**src/rtl/bounce_emulator.sv**
```systemverilog
// Contact-bounce generator: converts a clean level request into an odd number of
// LFSR-spaced toggles on noisy, then holds the final level for a settle window.
module bounce_emulator #(
    parameter int unsigned BOUNCE_MAX    = 8,
    parameter int unsigned GAP_MIN       = 100,
    parameter logic [7:0]  GAP_MASK      = 8'h3F,
    parameter int unsigned SETTLE_CYCLES = 2000000,
    parameter logic [15:0] SEED          = 16'hACE1,
    parameter logic        INIT_LEVEL    = 1'b0
) (
    input  logic clk,
    input  logic reset,
    input  logic req_valid,
    input  logic req_level,
    input  logic bounce_en,
    output logic req_ready,
    output logic noisy,
    output logic busy,
    output logic settled_level,
    output logic done
);

    // state    | meaning
    // S_IDLE   | waiting for a request, req_ready high
    // S_BOUNCE | toggling noisy, cnt counts down to the next toggle
    // S_SETTLE | noisy held at final level, cnt counts down to done

    localparam int          TW          = $clog2(2 * BOUNCE_MAX);
    localparam logic [15:0] SEED_EFF    = (SEED == 16'h0000) ? 16'h0001 : SEED;
    localparam logic [15:0] LFSR_MASK   = 16'hB400;
    localparam logic [7:0]  N_MASK      = 8'(BOUNCE_MAX - 1);
    localparam logic [31:0] SETTLE_LOAD = 32'(SETTLE_CYCLES - 1);

    typedef enum logic [1:0] {S_IDLE, S_BOUNCE, S_SETTLE} state_t;

    state_t         state;
    state_t         state_next;
    logic [15:0]    lfsr;
    logic [31:0]    cnt;
    logic [TW-1:0]  toggles_left;
    logic [TW-1:0]  toggles_init;
    logic [31:0]    gap;
    logic           accept;
    logic           same_level;
    logic           cnt_zero;
    logic           last_toggle;
    logic           bounce_start;

    assign accept       = req_valid && (state == S_IDLE);
    assign same_level   = (req_level == noisy);
    assign cnt_zero     = (cnt == 32'd0);
    assign last_toggle  = (toggles_left == TW'(1));
    assign gap          = 32'(GAP_MIN) + 32'(lfsr[15:8] & GAP_MASK);
    // toggles remaining after the first one: 2n-2 with n = 1 + (lfsr & (BOUNCE_MAX-1))
    assign toggles_init = TW'({lfsr[7:0] & N_MASK, 1'b0});
    assign bounce_start = bounce_en && (toggles_init != '0);

    always_ff @(posedge clk) begin
        if (reset) begin
            state <= S_IDLE;
        end else begin
            state <= state_next;
        end
    end

    always_comb begin
        state_next = state;
        case (state)
            S_IDLE: begin
                if (accept && !same_level) begin
                    state_next = bounce_start ? S_BOUNCE : S_SETTLE;
                end
            end
            S_BOUNCE: begin
                if (cnt_zero && last_toggle) begin
                    state_next = S_SETTLE;
                end
            end
            S_SETTLE: begin
                if (cnt_zero) begin
                    state_next = S_IDLE;
                end
            end
            default: state_next = S_IDLE;
        endcase
    end

    always_comb begin
        req_ready = (state == S_IDLE);
        busy      = (state != S_IDLE);
    end

    always_ff @(posedge clk) begin
        if (reset) begin
            lfsr          <= SEED_EFF;
            noisy         <= INIT_LEVEL;
            settled_level <= INIT_LEVEL;
            done          <= 1'b0;
            cnt           <= 32'd0;
            toggles_left  <= '0;
        end else begin
            lfsr <= lfsr[0] ? ((lfsr >> 1) ^ LFSR_MASK) : (lfsr >> 1);
            done <= 1'b0;
            case (state)
                S_IDLE: begin
                    if (accept) begin
                        settled_level <= req_level;
                        if (same_level) begin
                            done <= 1'b1;
                        end else begin
                            // noisy differs from req_level, so the first toggle lands on it
                            noisy <= req_level;
                            if (bounce_start) begin
                                cnt          <= gap - 32'd1;
                                toggles_left <= toggles_init;
                            end else begin
                                cnt <= SETTLE_LOAD;
                            end
                        end
                    end
                end
                S_BOUNCE: begin
                    if (cnt_zero) begin
                        noisy        <= ~noisy;
                        toggles_left <= toggles_left - TW'(1);
                        cnt          <= last_toggle ? SETTLE_LOAD : (gap - 32'd1);
                    end else begin
                        cnt <= cnt - 32'd1;
                    end
                end
                S_SETTLE: begin
                    if (cnt_zero) begin
                        done <= 1'b1;
                    end else begin
                        cnt <= cnt - 32'd1;
                    end
                end
                default: ;
            endcase
        end
    end

endmodule

```
**config.mk**
```make
export PLATFORM = sky130hd
export DESIGN_NAME = bounce_emulator
export DESIGN_NICKNAME = d
export VERILOG_FILES = /design/src/rtl/bounce_emulator.sv
export SDC_FILE = /design/constraint.sdc
export NUM_CORES = 1
export LEC_CHECK = 0
export ABC_CLOCK_PERIOD_IN_PS = 3430
export BUFFER_PORTS_ARGS = -buffer_cell sky130_fd_sc_hd__buf_2
export CAP_MARGIN = 20
export CORE_MARGIN = 5
export CORE_UTILIZATION = 62
export CTS_CLUSTER_DIAMETER = 120
export DETAILED_ROUTE_END_ITERATION = 10
export PLACE_DENSITY = 0.79
export SLEW_MARGIN = 10
export SYNTH_ARGS = -nofsm -noshare
export SYNTH_HDL_FRONTEND = slang
export SYNTH_SLANG_ARGS = --single-unit
```
**constraint.sdc**
```tcl
create_clock -name clk -period 3.43 [get_ports clk]
set_input_delay 0.1715 -clock clk [delete_from_list [all_inputs] [get_ports clk]]
set_output_delay 0.1715 -clock clk [all_outputs]
set_load 0.03 [all_outputs]
```
==> results.py, run 1 <==
metrics = {
    "synth": {
        "ys_types": 59,
        "synth_seq_area_share_pct": 35.1,
        "synth_nets": 406,
        "ys_warn_count": 0,
        "ys_ff_latch": 57,
        "synth.cell_area_sq_mm": 0.00325,
        "synthArstFlopShare_pct": 0,
        "syn-instance-count": 393,
        "synth.avg_cell_area_sq_um": 8.27,
        "synth_edf_count": 0,
        "synth_flop_cell": "dfxtp_1",
    },
    "timing": {
        "post-route-min-period_ns": 2.97,
        "setup_violations": 0,
        "finalHoldViolations": 0,
        "drv_slew": 0,
        "rsz0062_at_grt": "no",
        "finalClockSkew_ns": 0.00929,
        "fmax_mhz": 337,
        "slew_headroom_pct": 45.5,
        "tightest_slew_ns": 0.810,
        "hold_ws_ns": 0.115,
        "fin_setup_tns_ns": 0,
        "finalCritPeriodShare_pct": 86.6,
    },
    "setup_path": {
        "path_delay_family": "simple AND/OR/NAND/NOR gates",
        "cp_common_cell": "or4_4",
        "cp_slowest_stage_delay_ns": 0.67,
        "cp_max_fo": 16,
        "criticalPathCategory": "reg2reg",
        "cp-end-kind": "flop",
        "cp.required_ns": 3.62,
        "slowest_stage": "or4_4",
        "crit_chain": "or4_4 > or3_1 > or4_4 > and2_1 > a21oi_1 > a211oi_2",
        "worstPathArrival_ns": 3.16,
        "crit_path_start_kind": "flop",
        "crit_buf_inv": 0,
    },
    "die": {
        "die_h_microns": 82.4,
        "dieArea_sq_mm": 0.00679,
        "start_util_pct": 63.7,
        "core_area_sq_mm": 0.00511,
        "die_w_microns": 82.4,
        "row_count": 26,
        "io_pins": 10,
    },
    "final_layout": {
        "antenna_cells": 0,
        "layout_commonest_cell": "dfxtp_1",
        "synthToLayoutAreaGrowth_pct": 9.70,
        "layout_common_cells": "57 x dfxtp_1, 43 x nor2_1, 29 x a21oi_1, 23 x nor3_1, 22 x xor2_1",
        "drive_gt1_share_pct": 13.6,
        "nets": 413,
    },
    "clock_tree": {
        "cts_buffers": 9,
        "cts_num_sinks": 57,
        "ctsResizeCount": 0,
        "cts_hold_buf": 0,
        "cts-root-buf": "clkbuf_8",
        "cts_setup_buffers": 0,
        "cts_buffer_depth": 2,
        "htree_levels": 3,
        "clock_latency_ns": 0.34,
        "clk_pin_slew_worst_paths_ns": 0.07,
        "cts_tree": "built",
    },
    "placement": {
        "io_buffers": 9,
        "gp_congestion": 0.905,
        "hpwl_microns": 5350,
    },
    "power_and_ir_drop": {
        "ir_drop_v": 0.000528,
        "p_per_area_mw_per_mm2": 1030,
        "p_leak_nw": 1.31,
    },
    "status": {
        "outcome": "completed",
    },
    "job": {
        "drv_cap": 0,
    },
    "global_routing": {
        "grt_overflow": 0,
        "grt_pass1_wl_microns": 13100,
        "grt_pass1_vias": 2725,
        "grt_usage_pct": 25.3,
        "grt_max_degree": 47,
        "antenna_found_initial": 0,
    },
    "route": {
        "drt_iter0_markers": 358,
        "routed_wl_microns": 8020,
        "drt_pass1_iterations": 5,
        "vias": 3016,
        "avgViaCountPerCell": 6.35,
        "drc": 0,
        "wire_per_inst_microns": 16.9,
        "ant_nets": 0,
    },
    "min_path": {
        "worstHoldPathType": "in2reg",
    },
}
[worst min-delay path, cell delays in order]
cell and delay, ns:
buf_2 0.12, nand3_1 0.06, a21oi_1 0.05
[metal layers]
| metal | GRT usage [%] | share of wire [%] |
|---|---|---|
| met3 | 5.21 | 7.6 |
| met2 | 38.5 | 45 |
| met5 | 0 | 0 |
| met4 | 10.8 | 2.0 |
| met1 | 34.4 | 45 |
[flip-flops by register name (all words and copies together), names as in the netlist]
register and count:
cnt 32, done 1, lfsr 16, noisy 1, settled_level 1, state 2, toggles_left 4
[where the power goes]
| part | internal, mW | switching (mW) | leakage [nW] |
|---|---|---|---|
| clock network | 0.501 | 0.281 | 0.120 |
| logic | 0.693 | 1.23 | 0.727 |
| registers | 0.804 | 0.175 | 0.468 |
[cell type report]
cell class                      count  area (sq um)
Timing Repair Buffer               15          90.1
Fill cell                         424          1540
Sequential cell                    57          1140
Inverter                           14          52.6
Tap cell                           70          87.6
Clock buffer                       11           141
Multi-Input combinational cell    303          1950
Clock inverter                      5           103
[path summary, 6_finish.rpt]
check	from	end	slack [ns]	cells past startpoint
setup / recovery	cnt[25]	cnt[18]	0.46	6
hold / removal	req_level	settled_level	0.11	3
setup reg to reg	cnt[25]	cnt[18]	0.46	6
hold reg to reg	lfsr[7]	lfsr[6]	0.41	1
[logic make-up (layout without fill, tap and decap cells)]
logic type                 Yosys count  in the layout  synth area share, %
xor gates and xnor gates            31             31                 8.35
DFF                                 57             57                 35.1
adders and majority gates            8              8                 3.08
AOI/OAI and AO/OA                   90             90                 18.5
buffers and inverters               33             45                 4.89
and+or+nand+nor                    170            170                 28.8
muxes                                4              4                 1.27
[synthesized netlist by cell type (3+ instances only)]
| library cell | count | share of area (%) |
|---|---|---|
| buf_6 | 4 | 1.4 |
| xnor2_1 | 9 | 2.4 |
| nand2_1 | 20 | 2.3 |
| xor2_1 | 22 | 5.9 |
| o21a_1 | 3 | 0.69 |
| a21oi_1 | 29 | 4.5 |
| nor4_1 | 5 | 0.96 |
| mux2i_1 | 3 | 0.92 |
| inv_1 | 13 | 1.5 |
| a21o_1 | 3 | 0.69 |
| clkbuf_1 | 13 | 1.5 |
| o211ai_1 | 3 | 0.69 |
| ha_1 | 8 | 3.1 |
| o41ai_1 | 3 | 0.81 |
| or2_2 | 7 | 1.3 |
| nor3b_1 | 5 | 1.2 |
| nand4_1 | 8 | 1.5 |
| nand3_1 | 15 | 2.3 |
| or3_1 | 6 | 1.2 |
| nor2b_1 | 7 | 1.3 |
| nand2b_1 | 3 | 0.58 |
| dfxtp_1 | 57 | 35 |
| nor3_1 | 23 | 3.5 |
| nand3b_1 | 8 | 1.8 |
| o21ai_0 | 19 | 2.9 |
| nor2_1 | 43 | 5.0 |
| a31oi_1 | 7 | 1.3 |
[metrics by stage]
stage                     total power [mW]  area, sq um  cells  setup WS [ns]  util [%]
final                                 3.69         3570    475          0.460      69.8
after global routing                  3.93         3570    475          0.294      69.8
after CTS                             3.65         3570    475          0.501      69.8
after detailed placement              2.84         3320    459          0.527      65.1
after global placement                2.79         3320    459          0.596      65.1
after floorplan                       2.43         3250    393          0.887         -
Note: power is estimated with default switching activity, not from simulation.
==> inputs of run 2 (changes only) <==
- ABC_CLOCK_PERIOD_IN_PS: 3430 -> 2700
- CAP_MARGIN: 20 -> unset
- CORE_UTILIZATION: 62 -> 56
- PLACE_DENSITY: 0.79 -> 0.76
- clock period: 3.43 -> 2.7 ns (I/O delays scaled with it)
==> run 2 against run 1 <==
Effect of this change: critical path depth rose by 1; largest cell class unchanged; non-clock buffer count rose by 11; power rose by 25%.
==> results.py, run 2 (synthesized netlist as in run 1, its figures left out) <==
metrics = {
    "status": {
        "outcome": "completed",
    },
    "timing": {
        "finalHoldViolations": 0,
        "worst_slack_ns": 0.107,
        "post-route-min-period_ns": 2.59,
        "slew_headroom_pct": 43.4,
        "finalCritPeriodShare_pct": 96.0,
        "drv_slew": 0,
        "fmax_mhz": 386,
        "tightest_slew_ns": 0.850,
        "rsz0062_at_grt": "no",
        "finalClockSkew_ns": 0.00891,
        "fin_setup_tns_ns": 0,
        "setup_violations": 0,
    },
    "global_routing": {
        "grt_pass1_wl_microns": 13200,
        "grt_pass1_vias": 2841,
        "grt_overflow": 0,
        "grt_max_degree": 47,
        "grt_usage_pct": 21.9,
        "antenna_found_initial": 0,
    },
    "clock_tree": {
        "cts-root-buf": "clkbuf_8",
        "cts_buffers": 9,
        "htree_levels": 3,
        "cts_buffer_depth": 2,
        "clock_latency_ns": 0.33,
        "cts_tree": "built",
        "clk_pin_slew_worst_paths_ns": 0.07,
        "cts_num_sinks": 57,
    },
    "min_path": {
        "worstHoldPathType": "in2reg",
        "hold_path_startpoint": "req_level",
    },
    "setup_path": {
        "worstSetupStartpoint": "cnt[25]",
        "cp-endpoint": "state[0]",
        "crit_path_start_kind": "flop",
        "path_delay_family": "simple AND/OR/NAND/NOR gates",
        "cp_max_fo": 8,
        "r2r_cells": 7,
        "reg2reg_slack_ns": 0.11,
        "worstPathArrival_ns": 2.81,
        "slowest_stage": "or4_4",
        "crit_chain": "or4_4 > or3_1 > buf_4 > or3_1 > a21oi_2 > o21bai_1 > mux2_2",
        "cp-end-kind": "flop",
        "cp.depth": 7,
        "crit_buf_inv": 1,
        "cp_slowest_stage_delay_ns": 0.55,
        "rr_endpoint": "state[0]",
        "cp_common_cell": "or3_1",
        "r2r-start": "cnt[25]",
        "cp.required_ns": 2.92,
        "criticalPathCategory": "reg2reg",
    },
    "final_layout": {
        "layout_commonest_cell": "dfxtp_1",
        "drive_gt1_share_pct": 16.9,
        "largest_register_ffs": 32,
        "nets": 424,
        "layout_common_cells": "57 x dfxtp_1, 43 x nor2_1, 28 x a21oi_1, 23 x nor3_1, 22 x xor2_1",
        "top_regs": "cnt (32), lfsr (16), toggles_left (4)",
        "top_register": "cnt",
        "synthToLayoutAreaGrowth_pct": 12.0,
        "antenna_cells": 0,
    },
    "power_and_ir_drop": {
        "ir_drop_v": 0.000604,
        "p_leak_nw": 1.36,
        "p_per_area_mw_per_mm2": 1270,
    },
    "die": {
        "start_util_pct": 58.3,
        "io_pins": 10,
        "die_w_microns": 86.2,
        "dieArea_sq_mm": 0.00743,
        "die_h_microns": 86.2,
        "row_count": 27,
        "core_area_sq_mm": 0.00557,
    },
    "route": {
        "drt_pass1_iterations": 5,
        "vias": 2994,
        "avgViaCountPerCell": 6.15,
        "drc": 0,
        "routed_wl_microns": 7890,
        "wire_per_inst_microns": 16.2,
        "ant_nets": 0,
        "drt_iter0_markers": 261,
    },
    "placement": {
        "gp_congestion": 0.961,
        "hpwl_microns": 5490,
        "io_buffers": 9,
        "preCtsSetupSlack_ns": 0.0822,
    },
    "job": {
        "drv_cap": 0,
    },
}
==> run 2: what timing repair did <==
action	CTS	global route
hold buffers	0	0
setup endpoints to repair	0	14
setup buffers	0	0
resized for setup	0	6
endpoints found under the hold margin	0	0
==> run 2: metrics by stage <==
| step | hold WS (ns) | cell area (sq um) | utilization (%) | power [mW] | cells |
|---|---|---|---|---|---|
| after floorplan | 0.283 | 3250 | - | 3.08 | 393 |
| after global placement | 0.393 | 3420 | 61.4 | 3.68 | 472 |
| after detailed placement | 0.398 | 3420 | 61.4 | 3.73 | 472 |
| after CTS | 0.0773 | 3620 | 64.9 | 4.55 | 487 |
| after global routing | 0.109 | 3640 | 65.4 | 4.95 | 487 |
| final | 0.0943 | 3640 | 65.4 | 4.62 | 487 |
==> run 2: power by group <==
part	internal (mW)	total, mW	leakage [nW]	switching [mW]
clock	0.469	0.796	0.102	0.327
combinational	0.991	2.58	0.794	1.59
sequential	1.02	1.24	0.468	0.223
total	2.48	4.62	1.36	2.14
==> run 2: final cells by class <==
class                           instances  area, sq um
Multi-Input combinational cell        303         1980
Clock inverter                          3         40.0
Sequential cell                        57         1140
Timing Repair Buffer                   26          185
Fill cell                             465         1930
Clock buffer                           12          155
Tap cell                               72         90.1
Inverter                               14         52.6
==> run 2: worst min-delay path by stage <==
| stage | endpoint | slack (ns) | cells after the start |
|---|---|---|---|
| 6_report | settled_level | 0.09 | 3 |
| 5_1_grt | settled_level | 0.11 | 3 |
| 4_1_cts | settled_level | 0.08 | 3 |
| 3_5_place_dp | lfsr[5] | 0.40 | 1 |
| 3_3_place_gp | lfsr[5] | 0.39 | 1 |
| 2_1_floorplan | settled_level | 0.28 | 2 |
==> run 2: routing by layer <==
| layer | vias up | wire [microns] | GRT usage [%] |
|---|---|---|---|
| li1 | 1459 | - | - |
| met1 | 1419 | 3750 | 29.2 |
| met2 | 104 | 3590 | 35.2 |
| met3 | 12 | 451 | 4.28 |
| met4 | 0 | 101 | 7.93 |
| met5 | - | 0 | 0 |
==> run 2: worst reg2reg max path: stages (launching register included) <==
cell	delay, ns
dfxtp_1	0.34
or4_4	0.55
or3_1	0.36
buf_4	0.19
or3_1	0.41
a21oi_2	0.20
o21bai_1	0.15
mux2_2	0.28
